### src/rtl/input_capture_pkg.sv
// Shared types and constants for the input-capture slice.
package hwag_capture_pkg;

   typedef enum logic [1:0] {
      EDGE_NONE = 2'b00,
      EDGE_RISE = 2'b01,
      EDGE_FALL = 2'b10,
      EDGE_BOTH = 2'b11
   } edge_sel_t;

   localparam int unsigned CAP_WIDTH   = 24;
   localparam int unsigned SYNC_STAGES = 2;

   typedef struct packed {
      logic [CAP_WIDTH-1:0] stamp;
      logic [CAP_WIDTH-1:0] period;
      logic                 first;
      logic                 sat;
   } cap_rec_t;

endpackage

### src/rtl/input_capture_sync_edge_filter.sv
// Synchronizer, run-length glitch filter and registered edge pulses for one
// asynchronous input.
module sync_edge_filter
   import hwag_capture_pkg::*;
#(
   parameter int unsigned FILTER = 3
) (
   input  logic clk,
   input  logic rst,
   input  logic en,
   input  logic din,
   output logic level,
   output logic rise_p,
   output logic fall_p
);

   localparam int unsigned FW = $clog2(FILTER + 1);

   logic [SYNC_STAGES-1:0] sync;
   logic [FW-1:0]          run;
   logic                   samp;

   assign samp = sync[SYNC_STAGES-1];

   always_ff @(posedge clk or posedge rst) begin
      if (rst) begin
         sync   <= '0;
         run    <= '0;
         level  <= 1'b0;
         rise_p <= 1'b0;
         fall_p <= 1'b0;
      end else if (!en) begin
         sync   <= '0;
         run    <= '0;
         level  <= 1'b0;
         rise_p <= 1'b0;
         fall_p <= 1'b0;
      end else begin
         sync   <= {sync[SYNC_STAGES-2:0], din};
         rise_p <= 1'b0;
         fall_p <= 1'b0;
         // run counts consecutive samples that disagree with the accepted level
         if (samp != level) begin
            if (run == FW'(FILTER - 1)) begin
               level  <= samp;
               rise_p <= samp;
               fall_p <= !samp;
               run    <= '0;
            end else begin
               run <= run + 1'b1;
            end
         end else begin
            run <= '0;
         end
      end
   end

endmodule

### src/rtl/input_capture.sv
// Timestamps and period-measures filtered edges of cap_in against a
// free-running timer; records leave through a one-entry buffer.
module input_capture
   import hwag_capture_pkg::*;
#(
   parameter int unsigned WIDTH  = 24,
   parameter int unsigned FILTER = 3
) (
   input  logic             clk,
   input  logic             rst,
   input  logic             en,
   input  logic [1:0]       edge_sel,
   input  logic             cap_in,
   output logic [WIDTH-1:0] stamp_out,
   output logic [WIDTH-1:0] period_out,
   output logic             first,
   output logic             sat,
   output logic             cap_valid,
   input  logic             cap_ready,
   output logic             overrun,
   input  logic             ovr_clr
);

   typedef struct packed {
      logic [WIDTH-1:0] stamp;
      logic [WIDTH-1:0] period;
      logic             first;
      logic             sat;
   } rec_t;

   localparam logic [WIDTH-1:0] MAXV = '1;

   logic             lvl, rise_p, fall_p;
   logic [WIDTH-1:0] timer, cnt;
   logic             armed;
   edge_sel_t        sel;
   logic             want_rise, want_fall, det, load;
   rec_t             nxt, rec;

   sync_edge_filter #(.FILTER(FILTER)) u_filt (
      .clk    (clk),
      .rst    (rst),
      .en     (en),
      .din    (cap_in),
      .level  (lvl),
      .rise_p (rise_p),
      .fall_p (fall_p)
   );

   assign sel       = edge_sel_t'(edge_sel);
   assign want_rise = (sel == EDGE_RISE) || (sel == EDGE_BOTH);
   assign want_fall = (sel == EDGE_FALL) || (sel == EDGE_BOTH);
   assign det       = en && ((rise_p && lvl && want_rise) || (fall_p && !lvl && want_fall));
   assign load      = det && (!cap_valid || cap_ready);

   always_comb begin
      nxt        = '0;
      nxt.stamp  = timer;
      nxt.period = armed ? '0 : cnt;
      nxt.first  = armed;
      nxt.sat    = !armed && (cnt == MAXV);
   end

   always_ff @(posedge clk or posedge rst) begin
      if (rst) begin
         timer     <= '0;
         cnt       <= '0;
         armed     <= 1'b1;
         rec       <= '0;
         cap_valid <= 1'b0;
         overrun   <= 1'b0;
      end else begin
         if (en) begin
            timer <= timer + 1'b1;
            if (det) begin
               cnt   <= WIDTH'(1);
               armed <= 1'b0;
            end else if (cnt != MAXV) begin
               cnt <= cnt + 1'b1;
            end
         end else begin
            timer <= '0;
            cnt   <= '0;
            armed <= 1'b1;
         end

         if (load) begin
            rec       <= nxt;
            cap_valid <= 1'b1;
         end else if (cap_ready) begin
            cap_valid <= 1'b0;
         end

         if (det && cap_valid && !cap_ready)
            overrun <= 1'b1;
         else if (ovr_clr)
            overrun <= 1'b0;
      end
   end

   assign stamp_out  = rec.stamp;
   assign period_out = rec.period;
   assign first      = rec.first;
   assign sat        = rec.sat;

endmodule

### config.mk
export PLATFORM = sky130hd
export DESIGN_NAME = input_capture
export DESIGN_NICKNAME = d
export VERILOG_FILES = /design/src/rtl/input_capture_pkg.sv /design/src/rtl/input_capture_sync_edge_filter.sv /design/src/rtl/input_capture.sv
export SDC_FILE = /design/constraint.sdc
export NUM_CORES = 1
export LEC_CHECK = 0
export BUFFER_PORTS_ARGS = -buffer_cell sky130_fd_sc_hd__buf_4
export CAP_MARGIN = 20
export CORE_UTILIZATION = 30
export CTS_BUF_LIST = sky130_fd_sc_hd__clkbuf_8 sky130_fd_sc_hd__clkbuf_16
export DETAILED_ROUTE_END_ITERATION = 7
export GPL_ROUTABILITY_DRIVEN = 1
export MAX_ROUTING_LAYER = met4
export PLACE_DENSITY = 0.55
export SLEW_MARGIN = 20
export SYNTH_ARGS = -nofsm -noshare
export SYNTH_HDL_FRONTEND = slang
export SYNTH_SLANG_ARGS = --single-unit
export TNS_END_PERCENT = 5
### constraint.sdc
create_clock -name clk -period 4.55 [get_ports clk]
set_clock_uncertainty 0.15 [all_clocks]
set_input_delay 0.6825 -clock clk [delete_from_list [all_inputs] [get_ports clk]]
set_output_delay 0.6825 -clock clk [all_outputs]
set_load 0.005 [all_outputs]
==> results of run 1 <==
==> worst paths after layout <==
| path | from | cells after the start | slack (ns) | endpoint |
|---|---|---|---|---|
| max | cnt[0] | 5 | 1.95 | cnt[22] |
| min | rst | 2 | 0.31 | period_out[15] |
| max reg2reg | cnt[0] | 5 | 1.95 | cnt[22] |
| min reg2reg | u_filt.sync[0] | 1 | 0.31 | u_filt.sync[1] |
| max in group asynchronous | rst | 3 | 3.08 | cnt[7] |
| min in group clk | u_filt.sync[0] | 1 | 0.31 | u_filt.sync[1] |
==> sequential cells by signal, indices dropped and copies added, names as in the netlist <==
name           flops
sat                1
u_filt.sync        2
timer             24
u_filt.run         2
stamp_out         24
period_out        24
armed              1
first              1
u_filt.fall_p      1
cap_valid          1
u_filt.rise_p      1
overrun            1
cnt               24
u_filt.level       1
==> per-layer routing <==
metal | GRT usage, % | vias to the layer above | part of all wire [%]
met5 | - | - | 0
met2 | 23.2 | 65 | 48
met3 | 3.62 | 7 | 3.9
met1 | 18.1 | 1824 | 47
met4 | 4.67 | 0 | 1.1
li1 | - | 1801 | -
==> layout make-up <==
class	count	area, um^2
Tap cell	216	270
Clock buffer	9	225
Inverter	5	23.8
Timing Repair Buffer	65	488
Multi-Input combinational cell	340	2150
Fill cell	1636	10000
Sequential cell	108	2700
Clock inverter	7	115
==> power breakdown <==
group	total, mW	internal [mW]	switching [mW]	leakage [nW]
Combinational	0.0552	0.0157	0.0395	0.929
Clock	0.908	0.539	0.369	0.173
Sequential	0.971	0.965	0.00635	1.50
Total	1.93	1.52	0.415	2.60
==> metrics by stage <==
| stage | instance area (um^2) | utilization, % | instances |
|---|---|---|---|
| after global placement | 5630 | 35.2 | 734 |
| after detailed placement | 5630 | 35.2 | 734 |
| after global routing | 5970 | 37.3 | 750 |
| after floorplan | 4970 | - | 481 |
| after CTS | 5970 | 37.3 | 750 |
| final | 5970 | 37.3 | 750 |
==> worst reg2reg max path, cell delays in order (launching register included) <==
cell and delay, ns:
sky130_fd_sc_hd__dfrtp_1 0.42, sky130_fd_sc_hd__ha_1 0.51, sky130_fd_sc_hd__nand4_1 0.18, sky130_fd_sc_hd__or4_1 0.67
sky130_fd_sc_hd__or4_1 0.51, sky130_fd_sc_hd__o21ai_0 0.09
==> cells in the mapped netlist, drive strengths merged (9+ instances only) <==
cell    count
dfrtp     107
nand2      63
o21ai      42
nand2b     35
clkbuf     25
a21oi      24
mux2       23
nand3      18
nand4      17
nor2       16
mux2i      11
or3        10
or4         9
==> placed cells by master (no fill, tap or decap), drive strengths merged, types with 2 or more instances in the layout <==
master	synthesis	layout
dfrtp	107	107
buf	3	65
nand2	63	63
o21ai	42	42
nand2b	35	35
a21oi	24	24
mux2	23	23
nand3	18	18
nand4	17	17
nor2	16	16
mux2i	11	11
or3	10	10
clkbuf	25	9
or4	9	9
inv	4	8
a211oi	7	7
and3	7	7
and2	7	7
xnor2	6	6
o31ai	6	6
xor2	6	6
a2111o	5	5
nor4	5	5
bufinv	0	3
nor3	3	3
a2111oi	2	2
o211ai	2	2
nor3b	2	2
ha	2	2
==> kinds of logic (layout without fill, tap and decap cells) <==
family,Yosys count,count (layout)
flip-flops,108,108
AND/OR/NAND/NOR,199,199
adder cells (fa/ha/maj),2,2
XOR/XNOR,12,12
buffers and inverters,33,86
multiplexers,34,34
AO/OA/AOI/OAI,93,93
==> results, run 1 <==
- The number of clock sinks is about 110.
- In the synthesized netlist the dominant register cell turns out to be sky130_fd_sc_hd__dfrtp_1.
- Buffers placed on the I/O ports in this run total 59.
- Of the total synthesized cell area, the portion taken by XOR and XNOR cells is 2.11%.
- The proportion of synthesized area in mux cells is approximately 7.4%.
- The final number of max-transition violations is 0.
- The clock edge transition at the registers on the reported setup and hold paths is roughly 0.070 ns.
- The share of synthesized area in the top cell type comes to 53.9%.
- For this design the static power due to leakage is 2.60 nW.
- The initial cell density of the core is between 30% and 40%.
- In this run, post-CTS repair resized a total of 0 instances.
- The die covers 0.0171 mm^2.
- At the pin with the least slew margin, the transition time is approximately 0.8 ns.
- The flow ran to the end, and the final reports show no timing, DRC or antenna violations.
- The setup path with the least slack is of type register to register.
- After Yosys synthesis, and, or, nand and nor cells account for between 20% and 30% of the synthesized area.
- The standard-cell row count is 46.
- The number of antenna violations at the first check in global routing is 0.
- The clock passes through at most 2 buffers.
- The power per cell area is 324 mW/mm^2.
- Summed over all layers, the global routing overflow is 0.
- The yosys synthesis warning count is 0.
- The worst setup path is launched from a register.
- The largest fanout on the critical path is 14.
- The number of inserted diodes is 0.
- The CTS tree is done.
- The largest stage delay on the critical path is roughly 0.67 ns.
- Among the stages of the critical path, the cell type that occurs most often is sky130_fd_sc_hd__or4_1.
- The largest net degree at the start of global routing is 88.
- The clock root buffer master is sky130_fd_sc_hd__clkbuf_16.
- The worst setup path is captured at a register.
- After layout, the worst setup slack is slightly below 2 ns.
- The die is around 130 um tall.
- In this run the standard cell core region covers approximately 0.016 mm^2.
- For this block, the initial DRC count from the detailed router was 180.
- The final hold violation count is 0.
- Across every metal layer, demand over resource in global routing totals between 10 and 15%.
- The remaining max-slew budget at the tightest pin is 46.8%.
- The setup TNS is 0 ns.
- The number of standard cells after synthesis is 481.
- The x dimension of the die is between 100 and 150 um.
- Once the clock tree was built, the setup fixing pass inserted 0 buffers.
- The combinational family with the most area after synthesis is simple AND/OR/NAND/NOR gates.
- The number of nets at the end of the flow is around 540.
- The proportion of layout cells with a drive suffix above 1 is between 20% and 30%.
- The routed design could run at a clock period as short as 2.60 ns.
- The iteration count of the initial detailed-routing pass is 4.
- The total power is roughly 1.9 mW.
- For this block, the routed nets add up to 11.0 mm of wire.
- Relative to the synthesized area, the layout overhead comes to 20.2%.
- The final worst-path cycle share is between 50% and 60%.
- The worst hold slack is ~0.3 ns.
- The number of H-tree levels is 3.
- Broken down by cell family, the worst path's largest delay share belongs to simple AND/OR/NAND/NOR gates.
- The tightest min-delay check is of the input pin to async pin type.
- The largest total area in the synthesized netlist belongs to sky130_fd_sc_hd__dfrtp_1.
- The total nets after synthesis is roughly 490.
- The first global-routing pass estimated between 15 and 20 mm of wire.
- The detail-routed via count per cell is between 4 and 5.
- Of the total synthesized cell area, the portion taken by full adders, half adders and majority gates is less than 1%.
- The synthesized netlist devotes ~11% of its cell area to compound gates.
- For this design the top-level I/O count stands at 60.
- A synthesized cell averages between 10 and 15 um^2.
- The number of buffers and inverters on the critical path is 0.
- Data on the critical path is required at its endpoint by between 4 and 5 ns.
- The total number of vias is around 3700.
- Detailed placement finished with a half-perimeter wire length of roughly 7.3 mm.
- At the end of routability-driven placement, the weighted congestion stood at 0.807.
- Buffers inserted during clock tree synthesis total 9.
- The maximum frequency from static timing analysis is 384 MHz.
- Of all flip-flops after synthesis, the portion carrying an async set or reset was 100%.
- The detail route stage leaves a number of antenna-violating nets equal to 0.
- The number of global-route vias before repair came to 3700.
- The worst endpoint data arrival time is between 2 and 3 ns.
- The max-capacitance violation count is 0.
- By area the synthesized netlist is led by sky130_fd_sc_hd__dfrtp_1 54%, sky130_fd_sc_hd__mux2_2 5.2%, sky130_fd_sc_hd__nand2_1 4.8%, sky130_fd_sc_hd__nand2b_1 4.4%, sky130_fd_sc_hd__o21ai_0 4.2%.
- Sequential elements use a little over half of the synthesized area.
- The worst slack at placement is between 2 and 2.5 ns.
- The count of hold buffers inserted by post-cts repair is 0.
- The remaining routing DRC violations is 0.
- The standard cell with the maximum stage delay on the critical path is sky130_fd_sc_hd__or4_1.
- Summing every instance area after synthesis gives roughly 0.005 mm^2.
- The number of library cell types mapped by synthesis is 50.
- The later pin in the worst-skew pair is clocked with a latency of roughly 0.36 ns.
- The critical path goes through ha_1, nand4_1, or4_1, or4_1, o21ai_0.
- The total of endpoints with negative setup slack in the final report is 0.
- VDD sags by at most 0.000187 V.
- In the final routed layout, each cell accounts on average for around 15 um.
- Setup repair after global routing left no endpoint under its margin.
- The synthesized design contains 0 enable-type register cells.
- The number of synthesized register bits is ~110.
No activity file was read; power rests on OpenSTA's default activity.
==> inputs of run 2 (changes only) <==
==> constraint.sdc (replaced) <==
create_clock -name clk -period 2.7 [get_ports clk]
set_clock_uncertainty 0.15 [all_clocks]
set_input_delay 0.405 -clock clk [delete_from_list [all_inputs] [get_ports clk]]
set_output_delay 0.405 -clock clk [all_outputs]
set_load 0.005 [all_outputs]
==> run 2 against run 1 <==
Core utilization is 0.26 points higher. Sequential cell count stayed put. Fmax rose by 15%. Largest power group unchanged.
==> results, run 2 (same netlist as run 1, synthesis figures left out) <==
- The flow ran to the end, and the final reports show no timing, DRC or antenna violations.
- In the routed layout, each cell is associated on average with a via count of roughly 5.0.
- In this run the number of H-tree levels came out at 3.
- In the layout the commonest cells are 107 x sky130_fd_sc_hd__dfrtp_1, 68 x sky130_fd_sc_hd__buf_4, 63 x sky130_fd_sc_hd__nand2_1.
- The worst path in the final design needs a cycle of 2.26 ns, including I/O delays and setup.
- Cells with a size suffix above 1 make up 22.7% of the layout.
- The final hold violation count is 0.
- The final number of max-transition violations was 0.
- The area added between synthesis and finish is 21.0%.
- In this run the worst path has a maximum fanout of 7.
- Across all hold checks on the routed design, the worst slack comes to 0.0447 ns.
- Max-cap violations in this run came to 0.
- Counting the buffers created by CTS gives 9.
- The floorplan step defined a die boundary enclosing roughly 0.017 mm^2.
- Measured against its own limit, the worst slew margin works out to a little under three fifths.
- The switching power share of the total is around 21%.
- The type of the worst setup path is register to register.
- In this run the vertical extent of the chip is 131 um.
- In this run the count of I/O pins placed on the die edge is 60.
- The antenna violation net count after detailed routing is 0.
- The kind of end point of the critical path is a register.
- The routed wirelength normalized by instance count is 14.2 um.
- Data on the critical path arrives at its endpoint at about 2.4 ns.
- For this run, the total global-route usage over all layers was measured as 14.1%.
- The clock reaches the later pin of the worst-skew pair after about 0.35 ns.
- The total global routing overflow is 0.
- Per report_power, the clock group accounts for roughly 45% of the total.
- The final worst-path cycle share is 83.7%.
- VDD sags by at most 0.000273 V.
- The slew at the pin with the worst max-slew slack is around 0.64 ns.
- For this design the static power due to leakage is approximately 2.6 nW.
- The core utilization of the finished layout is 37.6%.
- The routability-driven placement congestion ratio is between 0.8 and 0.9.
- Port buffering added between 50 and 60 buffers.
- The setup TNS is 0 ns.
- The standard-cell row count is 46.
- The pre-antenna-repair detailed-routing pass consisted of 4 iterations.
- For this run, design rule violations remaining after detail routing come to 0.
- The number of global-route vias before repair was 3743.
- For this design the total switching power over the nets is roughly 670 uW.
- Once layout is done, the placed cells without fillers occupy roughly 0.006 mm^2.
- The initial cell density of the core is 31.1%.
- The launch point of the critical path is cnt[11].
- The number of antenna violations at the first check in global routing is 0.
- In this run the critical register-to-register path is launched from cnt[11].
- The x dimension of the die is 131 um.
- Buffers inserted to repair hold after CTS numbered 0.
- Summing all placed instances gives a cell area of 0.00569 mm^2.
- The clock root buffer master is sky130_fd_sc_hd__clkbuf_16.
- The total power is between 3 and 4 mW.
- The share of total power dissipated in combinational logic is under 10%.
- The worst hold-check path type is input pin to async pin.
- The detailed router placed 3735 vias in this run.
- The largest net degree at the start of global routing is 109.
- Detailed placement ended at an HPWL of a little over 7 mm.
- The most frequent standard cell in the layout excluding fill and tap cells is sky130_fd_sc_hd__dfrtp_1.
- TritonCTS built the clock tree.
- The sequential share of power is roughly half.
- The maximum frequency from static timing analysis is 443 MHz.
- 0 antenna diodes ended up in the layout.
- The power per cell area is around 520 mW/mm^2.
- The quantity of gates resized following cts is 0.
- After clock tree synthesis, the clock-pin slew on the worst setup and hold paths is around 0.07 ns.
- For the worst setup path, the data required time is 2.82 ns.
- The number of clock sinks is 108.
- For this run, the post-layout net count is between 500 and 600.
- Post-CTS timing repair inserted 0 buffers for setup.
- Setup violations remaining at the end of the flow were counted as 0.
- Setup repair after global routing left no endpoint under its margin.
- Internal power comes to 2.47 mW.
- The worst register-to-register path has a depth of 4.
- The detailed router finished its first iteration with 220 violations.
- STA classifies the critical path startpoint as a register.
- The placeable core region is between 0.015 and 0.02 mm^2.
- The final routed wirelength across all metal layers is approximately 11 mm.
- No sink is reached through more buffers than the 2 on the longest clock path.
- The first global-routing pass estimated 18.2 mm of wire.
-- run 2: cell types whose count changed in the layout (fill, tap and decap cells not counted), sizes merged --
cell	before	now
buf	65	70
bufinv	3	2
clkinv	1	3
clkinvlp	0	1
inv	8	5
-- run 2: final timing paths --
check                                       to  slack (ns)
max in group asynchronous              cnt[17]        1.87
worst min register to register  u_filt.sync[1]        0.31
worst min-delay path              stamp_out[4]        0.04
min in group clk                       overrun        0.10
worst max register to register         cnt[19]        0.44
worst max-delay path                   cnt[19]        0.44
-- run 2: stage by stage --
stage,std cells,setup slack (ns)
2_1_floorplan,481,0.618
3_3_place_gp,739,0.456
3_5_place_dp,739,0.426
4_1_cts,754,0.407
5_1_grt,754,0.250
6_report,754,0.441
-- run 2: power groups by stage --
stage	clock [mW]	combinational, mW	sequential [mW]
final	1.42	0.0985	1.64
after global routing	1.53	0.114	1.64
after CTS	1.46	0.102	1.64
after detailed placement	0	0.102	1.67
after global placement	0	0.100	1.67
after floorplan	0	0.0638	1.67
-- run 2: critical path, cell delays in order, from the launching register on --
cell                        delay, ns
sky130_fd_sc_hd__dfrtp_1         0.44
sky130_fd_sc_hd__nand4_1         0.23
sky130_fd_sc_hd__or4b_1          0.63
sky130_fd_sc_hd__a2111oi_0       0.50
sky130_fd_sc_hd__mux2i_1         0.23
-- run 2: area by class of cell --
cell class / instances / area, um^2
fill: 1651 / 9990
clock inverter: 6 / 95.1
clock buffer: 9 / 225
tap: 216 / 270
inverter: 5 / 22.5
timing repair buffer: 70 / 551
sequential: 108 / 2700
multi-input combinational: 340 / 2150
-- run 2: routing by layer --
layer | GRT usage (%) | wire [um] | vias up
li1 | - | - | 1822
met1 | 17.5 | 4970 | 1827
met2 | 22.4 | 5130 | 70
met3 | 3.34 | 440 | 16
met4 | 4.87 | 178 | 0
met5 | - | 0 | -
